--- src/rtl/ps2_kbd_rx_pkg.sv ---
// Shared types and constants for the PS/2 keyboard receiver.
package ps2_pkg;

    typedef enum logic [1:0] {IDLE, DATA, PARITY, STOP} state_t;

    localparam logic [7:0] BREAK_CODE      = 8'hF0;
    localparam logic [7:0] EXT_CODE        = 8'hE0;
    localparam int         FRAME_DATA_BITS = 8;

    // Odd parity holds when data and parity bit together carry an odd number of ones.
    function automatic logic odd_ok(input logic [7:0] d, input logic p);
        return ^{d, p};
    endfunction

endpackage

--- src/rtl/ps2_kbd_rx_if.sv ---
// Scan-code delivery bundle from the keyboard receiver to the cpu.
interface ps2_kbd_rx_if;
    logic [7:0] kd;
    logic       kv;
    logic       kerr;

    modport master (output kd, kv, kerr);
    modport slave  (input  kd, kv, kerr);
endinterface

--- src/rtl/ps2_kbd_rx_sync_filter.sv ---
// Two-flop synchronizer followed by a stability filter; output idles high.
module ps2_sync_filter #(
    parameter int FILTER = 4
) (
    input  logic clk,
    input  logic rst,
    input  logic din,
    output logic dout
);
    localparam int CW = $clog2(FILTER + 1);

    logic          s1, s2;
    logic [CW-1:0] cnt;

    // cnt tracks how many consecutive synced samples disagree with dout.
    always_ff @(posedge clk) begin
        if (rst) begin
            s1   <= 1'b1;
            s2   <= 1'b1;
            dout <= 1'b1;
            cnt  <= '0;
        end else begin
            s1 <= din;
            s2 <= s1;
            if (s2 == dout) begin
                cnt <= '0;
            end else if (cnt == CW'(FILTER - 1)) begin
                dout <= s2;
                cnt  <= '0;
            end else begin
                cnt <= cnt + 1'b1;
            end
        end
    end
endmodule

--- src/rtl/ps2_kbd_rx.sv ---
// PS/2 device-to-host receiver: framing, odd parity, timeout and optional break stripping.
import ps2_pkg::*;

module ps2_kbd_rx #(
    parameter int FILTER     = 4,
    parameter int TIMEOUT    = 2000,
    parameter bit DROP_BREAK = 1'b1
) (
    input  logic         clk,
    input  logic         rst,
    input  logic         ps2_clk,
    input  logic         ps2_data,
    ps2_kbd_rx_if.master kbd
);
    localparam int TW = $clog2(TIMEOUT + 1);
    localparam int BW = $clog2(FRAME_DATA_BITS);

    logic          fclk, fdata, fclk_q, fall;
    state_t        state_q, state_d;
    logic [7:0]    shift_q, shift_d, kd_q, kd_d;
    logic [BW-1:0] bcnt_q, bcnt_d;
    logic [TW-1:0] tcnt_q, tcnt_d;
    logic          par_q, par_d, brk_q, brk_d;
    logic          kv_q, kv_d, kerr_q, kerr_d;

    ps2_sync_filter #(.FILTER(FILTER)) u_clk_filt (
        .clk(clk), .rst(rst), .din(ps2_clk), .dout(fclk)
    );
    ps2_sync_filter #(.FILTER(FILTER)) u_data_filt (
        .clk(clk), .rst(rst), .din(ps2_data), .dout(fdata)
    );

    assign fall = fclk_q & ~fclk;

    always_ff @(posedge clk) begin
        if (rst) begin
            fclk_q  <= 1'b1;
            state_q <= IDLE;
            shift_q <= '0;
            bcnt_q  <= '0;
            tcnt_q  <= '0;
            par_q   <= 1'b0;
            brk_q   <= 1'b0;
            kd_q    <= '0;
            kv_q    <= 1'b0;
            kerr_q  <= 1'b0;
        end else begin
            fclk_q  <= fclk;
            state_q <= state_d;
            shift_q <= shift_d;
            bcnt_q  <= bcnt_d;
            tcnt_q  <= tcnt_d;
            par_q   <= par_d;
            brk_q   <= brk_d;
            kd_q    <= kd_d;
            kv_q    <= kv_d;
            kerr_q  <= kerr_d;
        end
    end

    always_comb begin
        state_d = state_q;
        shift_d = shift_q;
        bcnt_d  = bcnt_q;
        par_d   = par_q;
        brk_d   = brk_q;
        kd_d    = kd_q;
        kv_d    = 1'b0;
        kerr_d  = 1'b0;
        tcnt_d  = tcnt_q;

        // Saturating idle-time counter, only meaningful mid-frame.
        if (fall || state_q == IDLE)
            tcnt_d = '0;
        else if (tcnt_q != TW'(TIMEOUT))
            tcnt_d = tcnt_q + 1'b1;

        if (fall) begin
            case (state_q)
                IDLE: begin
                    if (!fdata) begin
                        state_d = DATA;
                        bcnt_d  = '0;
                    end else begin
                        kerr_d = 1'b1;
                        brk_d  = 1'b0;
                    end
                end
                DATA: begin
                    shift_d = {fdata, shift_q[7:1]};
                    bcnt_d  = bcnt_q + 1'b1;
                    if (bcnt_q == BW'(FRAME_DATA_BITS - 1))
                        state_d = PARITY;
                end
                PARITY: begin
                    par_d   = fdata;
                    state_d = STOP;
                end
                STOP: begin
                    state_d = IDLE;
                    if (fdata && odd_ok(shift_q, par_q)) begin
                        if (DROP_BREAK && shift_q == BREAK_CODE) begin
                            brk_d = 1'b1;
                        end else if (DROP_BREAK && brk_q) begin
                            brk_d = 1'b0;
                        end else begin
                            kd_d = shift_q;
                            kv_d = 1'b1;
                        end
                    end else begin
                        kerr_d = 1'b1;
                        brk_d  = 1'b0;
                    end
                end
                default: state_d = IDLE;
            endcase
        end else if (state_q != IDLE && tcnt_q == TW'(TIMEOUT)) begin
            state_d = IDLE;
            kerr_d  = 1'b1;
            brk_d   = 1'b0;
        end
    end

    assign kbd.kd   = kd_q;
    assign kbd.kv   = kv_q;
    assign kbd.kerr = kerr_q;
endmodule
--- src/flat_wrapper.sv ---
// flat-port wrapper written by rule: the top's interface ports become plain ports
module ps2_kbd_rx_flat 
#(
    parameter int FILTER     = 4,
    parameter int TIMEOUT    = 2000,
    parameter bit DROP_BREAK = 1'b1
)
  (clk, rst, ps2_clk, ps2_data, kbd_kd, kbd_kv, kbd_kerr);
  ps2_kbd_rx_if kbd_i ();
  input  logic clk;
  input  logic rst;
  input  logic ps2_clk;
  input  logic ps2_data;
  output wire logic [$bits(kbd_i.kd)-1:0] kbd_kd;
  output wire logic [$bits(kbd_i.kv)-1:0] kbd_kv;
  output wire logic [$bits(kbd_i.kerr)-1:0] kbd_kerr;
  assign kbd_kd = kbd_i.kd;
  assign kbd_kv = kbd_i.kv;
  assign kbd_kerr = kbd_i.kerr;
  ps2_kbd_rx #(.FILTER(FILTER), .TIMEOUT(TIMEOUT), .DROP_BREAK(DROP_BREAK)) u_core (.clk(clk), .rst(rst), .ps2_clk(ps2_clk), .ps2_data(ps2_data), .kbd(kbd_i));
endmodule
--- config.mk ---
export PLATFORM = sky130hd
export DESIGN_NAME = ps2_kbd_rx_flat
export DESIGN_NICKNAME = d
export VERILOG_FILES = /design/src/rtl/ps2_kbd_rx_pkg.sv /design/src/rtl/ps2_kbd_rx_if.sv /design/src/rtl/ps2_kbd_rx_sync_filter.sv /design/src/rtl/ps2_kbd_rx.sv /design/src/flat_wrapper.sv
export SDC_FILE = /design/constraint.sdc
export NUM_CORES = 1
export LEC_CHECK = 0
export ABC_AREA = 1
export CORE_UTILIZATION = 52
export DETAILED_ROUTE_END_ITERATION = 16
export PLACE_DENSITY = 0.76
export RECOVER_POWER = 50
export SLEW_MARGIN = 20
export SYNTH_ARGS = -nofsm -noshare
export SYNTH_HDL_FRONTEND = slang
export SYNTH_HIERARCHICAL = 1
export SYNTH_SLANG_ARGS = --single-unit
--- constraint.sdc ---
create_clock -name clk -period 1.42 [get_ports clk]
set_clock_uncertainty 0.1 [all_clocks]
set_input_delay 0.284 -clock clk [delete_from_list [all_inputs] [get_ports clk]]
set_output_delay 0.284 -clock clk [all_outputs]
set_load 0.03 [all_outputs]
==> key figures <==
Die
  – Core area: 0.00406 sq mm
  – Die height: 67.4 um
  – Initial core utilization: 54.8%
  – Site Rows: 23
  – I/O pin count: 14
  – Die width: 67.4 um
  – Total die area: roughly 0.0045 sq mm

Finish
  – ANT cells: 0
  – Area grow syn2layout: 53.0%
  – Layout Nets: 404
  – Share of cells above drive strength 1: roughly 46%

GRT
  – Initial antenna violation count: 0
  – Largest net degree at the start of global routing: 21
  – Vias in the first global route: 2120
  – Total track usage: roughly 29%
  – GR Util met2: 52.3%
  – GR Layer Usage met1: 30.8%
  – Grt met3 use: 6.76%
  – Busiest grt layer: met2
  – First-pass GRT wire length: 9490 um
  – Total grt overflow: 0

Drt
  – Pre-antenna DRT Iters: 5
  – DRT iter0 DRCs: 237
  – DRT Wirelength: about 7800 um
  – Via count: 2561
  – DR vias/cell: just under 6
  – Wire length per cell: around 18 um
  – Antenna-violating nets left: 0
  – DRC errors left: 0

Clocking
  – Total CTS buffers: 5
  – Clk buf depth: 2
  – CTS Hold Buffers Added: 0
  – CTS H-tree lvls: 2
  – CTS tree: yes
  – Reg clk slew, reported paths: approximately 0.1 ns
  – CTS root buf: clkbuf_8
  – Skew-Pair Late Insertion Delay: ~0.32 ns
  – CTS Sinks: 49

Critical path
  – Worst r2r path cells: 15
  – CP Class: flip-flop to flip-flop
  – CP arrival: 1.96 ns
  – CP endpoint kind: flip-flop
  – Worst setup SP type: flip-flop
  – Critical path peak fanout: 4
  – CP Data Required Time: around 1.5 ns
  – Critical path's slowest cell: dfxtp_2
  – CP Cell Sequence: inv_1 -> nand2_1 -> nand2_1 -> nand2_2 -> nand2_1 -> nand2_2 -> nand2_2 -> nand2_2 -> nand2_4 -> buf_6 -> nand2_1 -> nand2_1 -> nand2_2 -> nand3_2 -> inv_1
  – Slowest stage delay, CP: 0.35 ns

Power
  – Overall Power: 2.62 mW
  – Pleak: approximately 1.5 nW
  – Maximum vdd drop: 0.000951 V
  – PD cells: 771 mW/mm^2

Timing
  – Setup TNS: -5.87 ns
  – Fin. Hold Viols: 0
  – Slew headroom: 72.2%
  – Final worst slack: -0.419 ns
  – RSZ-0062 raised after global routing: yes
  – Max Slew Vio Count: 0
  – Period Utilization, post-route: 129%
  – Fin crit period: 1.84 ns
  – Fmax: 0.544 GHz
  – Final setup viols: 26
  – Worst-Margin Slew: 0.416 ns

Synth
  – Count of cell types in the netlist: 22
  – Cells after synthesis: 310
  – Ys Warns: 6
  – Syn avg cell area: 7.17 sq um
  – Largest cells by area after synthesis: dfxtp_1 44%, nand2_1 13%, inv_1 8.4%, ha_1 6.8%, nor2_1 5.9%
  – Top-area cell type share of the netlist area: 44.1%
  – Netlist Area Pre-Place: 0.00222 sq mm
  – Synthesized flop and latch total: roughly 50
  – Syn_nets: 326
  – Register area share after synthesis: 44.1%
  – Area leader, netlist: dfxtp_1

Flow run
  – Max-Cap Viols: 0

Placed design
  – Detailed Place HPWL: between 3000 and 4000 um
  – GPL Wtd Cong: about 0.82
  – Place WS: -0.227 ns
  – IO Port Bufs: 13

Hold path
  – WHS Path Cells: 1
  – Min-delay worst type: flip-flop to flip-flop

Outcome
  – Failing checks: negative setup slack
  – Status: finished with violations
==> path summary, 6_finish.rpt <==
check	start	end	slack [ns]
max	u_core/par_q$_SDFFE_PP0P_	u_core/kbd.kerr$_SDFF_PP0_	-0.42
min	u_core/u_data_filt/cnt[0]$_SDFF_PP0_	u_core/u_data_filt/cnt[0]$_SDFF_PP0_	0.32
max reg2reg	u_core/par_q$_SDFFE_PP0P_	u_core/kbd.kerr$_SDFF_PP0_	-0.42
min reg2reg	u_core/u_data_filt/cnt[0]$_SDFF_PP0_	u_core/u_data_filt/cnt[0]$_SDFF_PP0_	0.32
==> final cells by class <==
class / count / area [sq um]
Multi-Input combinational cell: 207 / 1400
Sequential cell: 49 / 1000
Tap cell: 50 / 62.6
Timing Repair Buffer: 74 / 607
Fill cell: 223 / 657
Clock buffer: 5 / 68.8
Clock inverter: 3 / 65.1
Inverter: 51 / 199
==> through the flow <==
| stage | instances | util (%) | cell area [sq um] | hold WS, ns |
|---|---|---|---|---|
| detailed placement | 413 | 68.3 | 2770 | 0.303 |
| global placement | 413 | 68.3 | 2770 | 0.301 |
| CTS | 436 | 79.3 | 3220 | 0.330 |
| floorplan | 310 | - | 2240 | 0.284 |
| global route | 439 | 83.8 | 3400 | 0.346 |
| finish | 439 | 83.8 | 3400 | 0.325 |
==> per-layer routing <==
layer	part of all wire, %	wire length [um]
met3	7.5	591
met5	0	0
met1	36	2850
met4	6.2	485
met2	50	3910
==> synth_stat cells <==
library cell	number
nor2_1	35
nand2_1	74
ha_1	12
or2_2	5
inv_1	50
dfxtp_1	49
buf_6	1
nand4_4	1
inv_2	1
nor3_1	5
o21ai_0	23
a21oi_1	26
nand4_1	2
clkbuf_1	2
nor2_2	2
nand3_1	14
nor4_1	1
nand3_2	2
nand2_2	2
buf_2	1
o22ai_1	1
buf_1	1
==> placed cells by master (no fill, tap or decap), types with 2 or more instances in the layout <==
cell and instances:
nand4_1 2, bufinv_16 2, nor3_4 2, nand3_2 9, o21ai_2 7, ha_4 4, buf_4 45, buf_12 2
o21ai_1 4, clkbuf_8 5, nand2_2 14, nor2_1 25, nand2_4 4, clkbuf_1 2, inv_1 37, o21ai_0 11
inv_2 12, dfxtp_1 36, nand2_1 58, dfxtp_4 2, buf_6 13, clkbuf_2 9, or2_2 4, nand3_1 6
clkdlybuf4s50_1 2, nor2_4 3, a21oi_1 18, ha_1 7, nor2_2 9, nand4_4 3, a21oi_2 7, nor3_2 2
dfxtp_2 11
==> critical path: cells and delay by family, from the launching register on <==
family	cells	cell delay, ns
simple gates	12	1.00
flops	1	0.35
buf+inv	3	0.30
==> what timing repair did <==
item / in CTS / in global routing
setup endpoints to repair: 37 / 45
pin swaps: 23 / 28
gates resized for setup: 86 / 82
gates cloned: 3 / 0
hold endpoints to repair: 0 / 0
buffers inserted: 12 / 6
==> cell families after synthesis <==
group | after synthesis | synth area share [%]
AOI/OAI and AO/OA | 50 | 11.3
adders and majority gates | 12 | 6.76
buffers and inverters | 56 | 9.85
DFF | 49 | 44.1
and+or+nand+nor | 143 | 27.9
==> sequential cells by signal, indices dropped and copies added, names as in the netlist, 2 cells and up <==
signal	cells
u_core/tcnt_q	11
u_core/bcnt_q	3
u_core/u_clk_filt/cnt	3
u_core/shift_q	8
u_core/state_q	2
u_core/kbd.kd	8
u_core/u_data_filt/cnt	3
==> power by group <==
part	leakage [nW]	internal, mW	switching (mW)
registers	0.401	1.38	0.00302
clock network	0.0681	0.700	0.486
logic	1.07	0.0249	0.0324
total	1.54	2.10	0.521
(Power assumes the default switching activity.)
